===== src/rtl/sram_port_master.sv =====
// rtl/sram_port_master.sv - byte/half/word load-store master for a byte-enabled single-port SRAM
//
// Ports:
//   clock, reset_n                 single clock, asynchronous active-low reset
//   req_valid/req_ready            request handshake; ready only while idle
//   req_write, req_addr, req_size  store/load, byte address, size (0=B 1=H 2=W 3=illegal)
//   req_unsigned, req_wdata        load zero-extend select, right-aligned store data
//   resp_valid/resp_ready          response handshake
//   resp_rdata, resp_err           extended load data (0 for stores/errors), failure flag
//   sram_en/we/addr/wdata/rdata    SRAM port, 1-cycle registered read, output held while en=0
//
// Build option: SRAM_PORT_MASTER_MISALIGNED_EN splits misaligned accesses across two
// words; without it misaligned requests return resp_err and never touch the SRAM.

module sram_port_master #(
  parameter int ADDR_WIDTH = 10
) (
  input  logic                  clock,
  input  logic                  reset_n,
  input  logic                  req_valid,
  output logic                  req_ready,
  input  logic                  req_write,
  input  logic [31:0]           req_addr,
  input  logic [1:0]            req_size,
  input  logic                  req_unsigned,
  input  logic [31:0]           req_wdata,
  output logic                  resp_valid,
  input  logic                  resp_ready,
  output logic [31:0]           resp_rdata,
  output logic                  resp_err,
  output logic                  sram_en,
  output logic [3:0]            sram_we,
  output logic [ADDR_WIDTH-1:0] sram_addr,
  output logic [31:0]           sram_wdata,
  input  logic [31:0]           sram_rdata
);

  typedef enum logic [1:0] {IDLE, ACC0, ACC1, RESP} state_t;

  state_t state, state_nxt;

  logic                  q_write;
  logic                  q_uns;
  logic                  q_err;
  logic [1:0]            q_size;
  logic [ADDR_WIDTH+1:0] q_addr;
  logic [31:0]           q_wdata;

  // Address bits above the SRAM word range are deliberately ignored.
  logic unused_addr_hi;
  assign unused_addr_hi = ^req_addr[31:ADDR_WIDTH+2];

  // An access crosses a word boundary when offset + size bytes exceeds 4.
  function automatic logic misaligned(input logic [1:0] off, input logic [1:0] size);
    return ((size == 2'd1) && (off == 2'd3)) || ((size == 2'd2) && (off != 2'd0));
  endfunction

  logic req_bad;
`ifdef SRAM_PORT_MASTER_MISALIGNED_EN
  assign req_bad = (req_size == 2'd3);
`else
  assign req_bad = (req_size == 2'd3) || misaligned(req_addr[1:0], req_size);
`endif

  logic [1:0]            off;
  logic [4:0]            sh;
  logic [ADDR_WIDTH-1:0] word_w;
  logic [3:0]            size_mask;
  logic [3:0]            lo_mask;
  logic [31:0]           lo_data;

  assign off     = q_addr[1:0];
  assign sh      = {off, 3'b000};
  assign word_w  = q_addr[ADDR_WIDTH+1:2];
  assign lo_data = q_wdata << sh;

  always_comb begin
    case (q_size)
      2'd0:    size_mask = 4'b0001;
      2'd1:    size_mask = 4'b0011;
      default: size_mask = 4'b1111;
    endcase
  end

  assign lo_mask = size_mask << off;

`ifdef SRAM_PORT_MASTER_MISALIGNED_EN
  logic                  split;
  logic [31:0]           q_buf;
  logic [ADDR_WIDTH-1:0] word_w1;
  logic [3:0]            hi_mask;
  logic [31:0]           hi_data;
  logic [63:0]           ld_cat;

  assign split   = misaligned(off, q_size);
  assign word_w1 = word_w + {{(ADDR_WIDTH-1){1'b0}}, 1'b1};
  // Bytes shifted out of the low word spill into the next word.
  assign hi_mask = 4'(({4'b0000, size_mask} << off) >> 4);
  assign hi_data = q_wdata >> (6'd32 - {1'b0, sh});
  // The first word was parked in q_buf during ACC1; sram_rdata now holds word W+1.
  assign ld_cat  = split ? {sram_rdata, q_buf} : {32'b0, sram_rdata};
`endif

  logic [31:0] ld_shift;
  logic [31:0] ld_ext;

`ifdef SRAM_PORT_MASTER_MISALIGNED_EN
  assign ld_shift = 32'(ld_cat >> sh);
`else
  assign ld_shift = sram_rdata >> sh;
`endif

  always_comb begin
    case (q_size)
      2'd0:    ld_ext = q_uns ? {24'b0, ld_shift[7:0]} : {{24{ld_shift[7]}}, ld_shift[7:0]};
      2'd1:    ld_ext = q_uns ? {16'b0, ld_shift[15:0]} : {{16{ld_shift[15]}}, ld_shift[15:0]};
      default: ld_ext = ld_shift;
    endcase
  end

  always_ff @(posedge clock or negedge reset_n) begin
    if (!reset_n) begin
      state   <= IDLE;
      q_write <= 1'b0;
      q_uns   <= 1'b0;
      q_err   <= 1'b0;
      q_size  <= 2'd0;
      q_addr  <= '0;
      q_wdata <= 32'b0;
`ifdef SRAM_PORT_MASTER_MISALIGNED_EN
      q_buf   <= 32'b0;
`endif
    end else begin
      state <= state_nxt;
      if ((state == IDLE) && req_valid) begin
        q_write <= req_write;
        q_uns   <= req_unsigned;
        q_err   <= req_bad;
        q_size  <= req_size;
        q_addr  <= req_addr[ADDR_WIDTH+1:0];
        q_wdata <= req_wdata;
      end
`ifdef SRAM_PORT_MASTER_MISALIGNED_EN
      if (state == ACC1) begin
        q_buf <= sram_rdata;
      end
`endif
    end
  end

  always_comb begin
    state_nxt  = state;
    req_ready  = 1'b0;
    resp_valid = 1'b0;
    resp_rdata = 32'b0;
    resp_err   = 1'b0;
    sram_en    = 1'b0;
    sram_we    = 4'b0000;
    sram_addr  = '0;
    sram_wdata = 32'b0;
    case (state)
      IDLE: begin
        req_ready = 1'b1;
        if (req_valid) begin
          state_nxt = req_bad ? RESP : ACC0;
        end
      end
      ACC0: begin
        sram_en    = 1'b1;
        sram_addr  = word_w;
        sram_we    = q_write ? lo_mask : 4'b0000;
        sram_wdata = lo_data;
`ifdef SRAM_PORT_MASTER_MISALIGNED_EN
        state_nxt  = split ? ACC1 : RESP;
`else
        state_nxt  = RESP;
`endif
      end
`ifdef SRAM_PORT_MASTER_MISALIGNED_EN
      ACC1: begin
        sram_en    = 1'b1;
        sram_addr  = word_w1;
        sram_we    = q_write ? hi_mask : 4'b0000;
        sram_wdata = hi_data;
        state_nxt  = RESP;
      end
`endif
      RESP: begin
        resp_valid = 1'b1;
        resp_err   = q_err;
        resp_rdata = (q_err || q_write) ? 32'b0 : ld_ext;
        if (resp_ready) begin
          state_nxt = IDLE;
        end
      end
      default: state_nxt = IDLE;
    endcase
  end

endmodule


===== config.mk =====
export PLATFORM = sky130hd
export DESIGN_NAME = sram_port_master
export DESIGN_NICKNAME = d
export VERILOG_FILES = /design/src/rtl/sram_port_master.sv
export SDC_FILE = /design/constraint.sdc
export NUM_CORES = 1
export LEC_CHECK = 0
export ABC_AREA = 1
export ABC_CLOCK_PERIOD_IN_PS = 4400
export CAP_MARGIN = 20
export CORE_AREA = 10 10 103 105
export DETAILED_ROUTE_END_ITERATION = 16
export DIE_AREA = 0 0 113 115
export PLACE_DENSITY = 0.85
export SYNTH_ARGS = -nofsm -noshare
export SYNTH_HDL_FRONTEND = slang
export SYNTH_SLANG_ARGS = --single-unit

===== constraint.sdc =====
create_clock -name clock -period 4.4 [get_ports clock]
set_clock_uncertainty 0.05 [all_clocks]
set_input_delay 0.88 -clock clock [delete_from_list [all_inputs] [get_ports clock]]
set_output_delay 0.88 -clock clock [all_outputs]
set_load 0.02 [all_outputs]

---- Word level (Yosys, flattened, before mapping) ----
Index checks and enable logic that the tools add are counted.
W data, S select, Z words.
operators by class
  equal/unequal tests ..................... 9
  multiplexer cells ....................... 18
  reductions and logical operators ........ 10
  shift-type cells ........................ 3
operator list
  cell                  number
  $mux W32              5
  $pmux W32 S2          1
  $shl A32 B5 Y32       1
  $shr A32 B5 Y32       1
  $mux W10              1
  $eq A2 B2 Y1 const B  4
  $mux W4               2
  $pmux W4 S2           1
  $eq A2 B1 Y1 const B  3
  $mux W2               3
  $pmux W2 S3           1
  $logic_not A2 Y1      2
  $mux W1               4
  $ne A2 B2 Y1 const B  2
  $shl A4 B2 Y4         1
  $logic_and A1 B1 Y1   3
  $logic_or A1 B1 Y1    3
  $reduce_and A2 Y1     1
  $reduce_bool A2 Y1    1
word-level totals
  word-level logic and storage cells ...... 47
  output and inout port bits .............. 82
  bits in registers ....................... 51

---- Depth between registers and ports, before layout ----
  depth in word-level cells ............... 7
  depth in mapped cells ................... 9

---- Least setup slack after synthesis ----
OpenSTA, ideal clock, no wires.
  path type ............................... in2out
  start ................................... input sram_rdata[23]
  end ..................................... output resp_rdata[23]
  stages on the path ...................... 7
  buffers on the path ..................... 1
  data arrival time ....................... 1.683 ns
  slack ................................... 1.787 ns
  data required time ...................... 3.470 ns
  cell sequence ........................... inv_1 nand2_1 nand3_1 a21oi_4 nor2_8 buf_12 nor2_2
between the ends
  longest elaborated chain between the ends .. 5
  elaborated cells on any way between the ends .. 6
ends and longest elaborated chain
  item                         RTL line  text
  start, declared              35        input logic [31:0] sram_rdata
  $shr A32 B5 Y32 (*)          110       assign ld_shift = sram_rdata >> sh;
  $mux W32 (on tied branches)  116, 115
  $pmux W32 S2 (*)             114       case (q_size)
  $mux W32 (*)                 191       resp_rdata = (q_err || q_write) ? 32'b0 : ld_ext;
  $mux W32 (*)                 161       case (state)
  end, declared                29        output logic [31:0] resp_rdata,
Mark *: on every way between the ends. The rest lies on a longest branch, timed or not.

---- Final worst setup path ----
  start ................................... input sram_rdata[31]
  end ..................................... output resp_rdata[17]
Same word-level chain as after synthesis.

==> summary.txt <==
Drt
  – Drt initial violations: 182
  – First-pass DRT Iterations: 4
  – Detail Route Antenna Nets: 0
  – Total vias in the final route: 3657
  – Drt total wl: 12000 um
  – Via/cell ratio: around 5.3
  – DRC violations left: 0
  – Drt wl/cell: 17.2 um

Worst setup path
  – CP Class: input pin to primary output
  – Critical path, cell by cell: clkdlybuf4s50_1, nand2_1, nand3_2, nand3_4, nand2_4, nor2_8, nor2_1, clkdlybuf4s50_1
  – FF-to-FF setup slack: between 2000 and 3000 ps
  – CP endpoint kind: primary output
  – Startpoint Class: input pin
  – Worst path most repeated cell: clkdlybuf4s50_1
  – Crit path max fanout: 16
  – Crit path required time: 3470 ps
  – Slowest CP cell: clkdlybuf4s50_1
  – CP delay by family, top: buffers and inverters
  – Crit path largest cell delay: 550 ps
  – Crit path buf inv count: 2
  – Arrival @ worst endpoint: between 2000 and 3000 ps

Worst hold path
  – Hold crit path type: flip-flop to flip-flop

CTS
  – Post-CTS Setup Inserts: 0
  – Clock tree root driver cell: clkbuf_8
  – Clock buffer count from CTS: 5
  – Clock sinks: 51
  – Clk_lat worst skew: about 300 ps
  – # resized after CTS: 0
  – Clock Pin Slew Worst Setup and Hold Paths: ~90 ps
  – Max clock buf depth: 2
  – H-tree Lvls: 2
  – TritonCTS clock tree: built
  – CTS Hold Bufs: 0

Cells and area
  – Finished Layout Cells: 695
  – Fillers: 761
  – Fin util: 63.0%
  – Layout cells sized above 1: 14.8%
  – Most common cell after layout, fill and taps aside: clkdlybuf4s50_1
  – Most frequent cells in the layout: clkdlybuf4s50_1, nand2_1, nor2_1
  – Area grow syn2layout: 47.6%
  – Layout Nets: a little under 700

Global routing
  – Met2 Resource Use GR: 30.1%
  – GRT Resource Usage Total: 17.6%
  – Initial antenna violation count: 1
  – Layer with the highest usage: met2
  – Gr ovfl total: 0
  – GR Util met3: about 6.6%
  – Largest net degree at the start of global routing: 74
  – Global routing usage on met1: 20.1%
  – Vias in the first global route: 3700
  – Global-route wire length before repair: 19100 um

Status
  – Outcome: complete, no violations

Timing
  – Tightest Pin Transition: about 840 ps
  – Setup TNS: 0 ps
  – Worst slew margin: 43.8%
  – Final period utilization: 84.0%
  – # setup viols final: 0
  – Fmax: 0.270 GHz
  – Final slew viol count: 0
  – Clock period minus worst slack: about 3700 ps
  – Unrepaired setup endpoints after global routing: no
  – Final Hold Fails: 0

Synthesis
  – Sequential area share after synthesis: 34.9%
  – Top cell type by total area after synthesis: dfrtp_1
  – Share of the synthesized area in the top cell type: between 30% and 40%
  – Net Count, Synth: roughly 540
  – Syn. warnings: 0
  – Post-Synthesis Cells: 440
  – Synth area leaders: dfrtp_1, nand2_1, mux2_4
  – FF+latch count, synth: between 50 and 60
  – Area of the mapped netlist: around 3700 um^2
  – Synth cell types: 31
  – Avg Inst Size Synth: 8.30 um^2

Floorplanning
  – Die H: 115 um
  – Die width: around 110 um
  – I/O pin count: 186
  – CORE AREA: approximately 8600 um^2
  – DIE AREA: around 13000 um^2
  – Initial core utilization: 42.7%
  – # rows: 34

Power
  – VDD IR max: 390 uV
  – LEAKAGE: 2.31 nW
  – Final Power: 3.66 mW
  – Pwr/cell area: 679 nW/um^2

Placed design
  – DP Cell Count: 686
  – DP Wirelength: 9210 um
  – Final Wtd Congestion: 0.909
  – IO Port Bufs: 165

Flow run
  – Max_cap viols: 0
==> sequential cells by signal (all words and copies together), names as in the netlist <==
register,cells
q_uns,1
q_write,1
q_wdata,32
q_err,1
state,2
q_size,2
q_addr,12
==> final cells by class <==
type | count | area [um^2] | share of cell area (%)
clock buffer | 6 | 82.6 | 1.53
antenna | 1 | 2.50 | 0.0464
timing repair buffer | 170 | 1700 | 31.5
multi-input combinational | 325 | 2030 | 37.7
clock inverter | 2 | 38.8 | 0.720
inverter | 32 | 125 | 2.32
tap | 108 | 135 | 2.51
sequential | 51 | 1280 | 23.7
==> cells in the mapped netlist, drive strengths merged <==
cell	count
or2	1
nand2	87
nor2	66
mux2i	24
mux2	33
a31oi	7
o21ai	36
nor3	9
nand3	21
clkbuf	7
buf	25
a21boi	1
dfrtp	51
o22ai	17
a21oi	23
inv	32
==> stage by stage <==
step                area (um^2)  hold WS, ps  setup slack, ps
global route               5390          473              454
finish                     5390          442              702
floorplan                  3650          403             1790
CTS                        5390          446              678
detailed placement         5270          423              709
global placement           5270          420              741
==> per-layer routing <==
layer	part of all wire [%]	vias up
li1	-	1760
met1	40	1721
met2	48	160
met3	10	16
met4	2.1	0
met5	0	-
==> cells by family after synthesis <==
logic type,synth area share [%]
AND/OR/NAND/NOR,23.3
AO/OA/AOI/OAI,13.7
multiplexers,18.5
flip-flops,34.9
buffers and inverters,9.49
==> worst register-to-register path, cell delays in order (launching register included) <==
cell and delay, ps:
dfrtp_1 430, nor2_2 80, nand2_2 500, buf_12 330, mux2_2 370
==> worst paths after layout <==
kind	startpoint	end	cells after the start
worst min register to register	q_size[0]$_DFFE_PN0P_	q_size[0]$_DFFE_PN0P_	2
max in group asynchronous	reset_n	q_wdata[31]$_DFFE_PN0P_	2
worst max register to register	state[1]$_DFFE_PN0P_	q_wdata[21]$_DFFE_PN0P_	4
worst min-delay path	q_size[0]$_DFFE_PN0P_	q_size[0]$_DFFE_PN0P_	2
worst max-delay path	sram_rdata[31]	resp_rdata[17]	8
min in group asynchronous	reset_n	q_wdata[15]$_DFFE_PN0P_	1
==> where the power goes <==
group / internal (mW) / leakage, nW / total [mW] / switching [mW]
logic: 1.08 / 1.65 / 2.44 / 1.36
clock network: 0.187 / 0.0618 / 0.345 / 0.158
registers: 0.703 / 0.591 / 0.879 / 0.176
total: 1.97 / 2.31 / 3.66 / 1.69
Note: power is estimated with default switching activity, not from simulation.
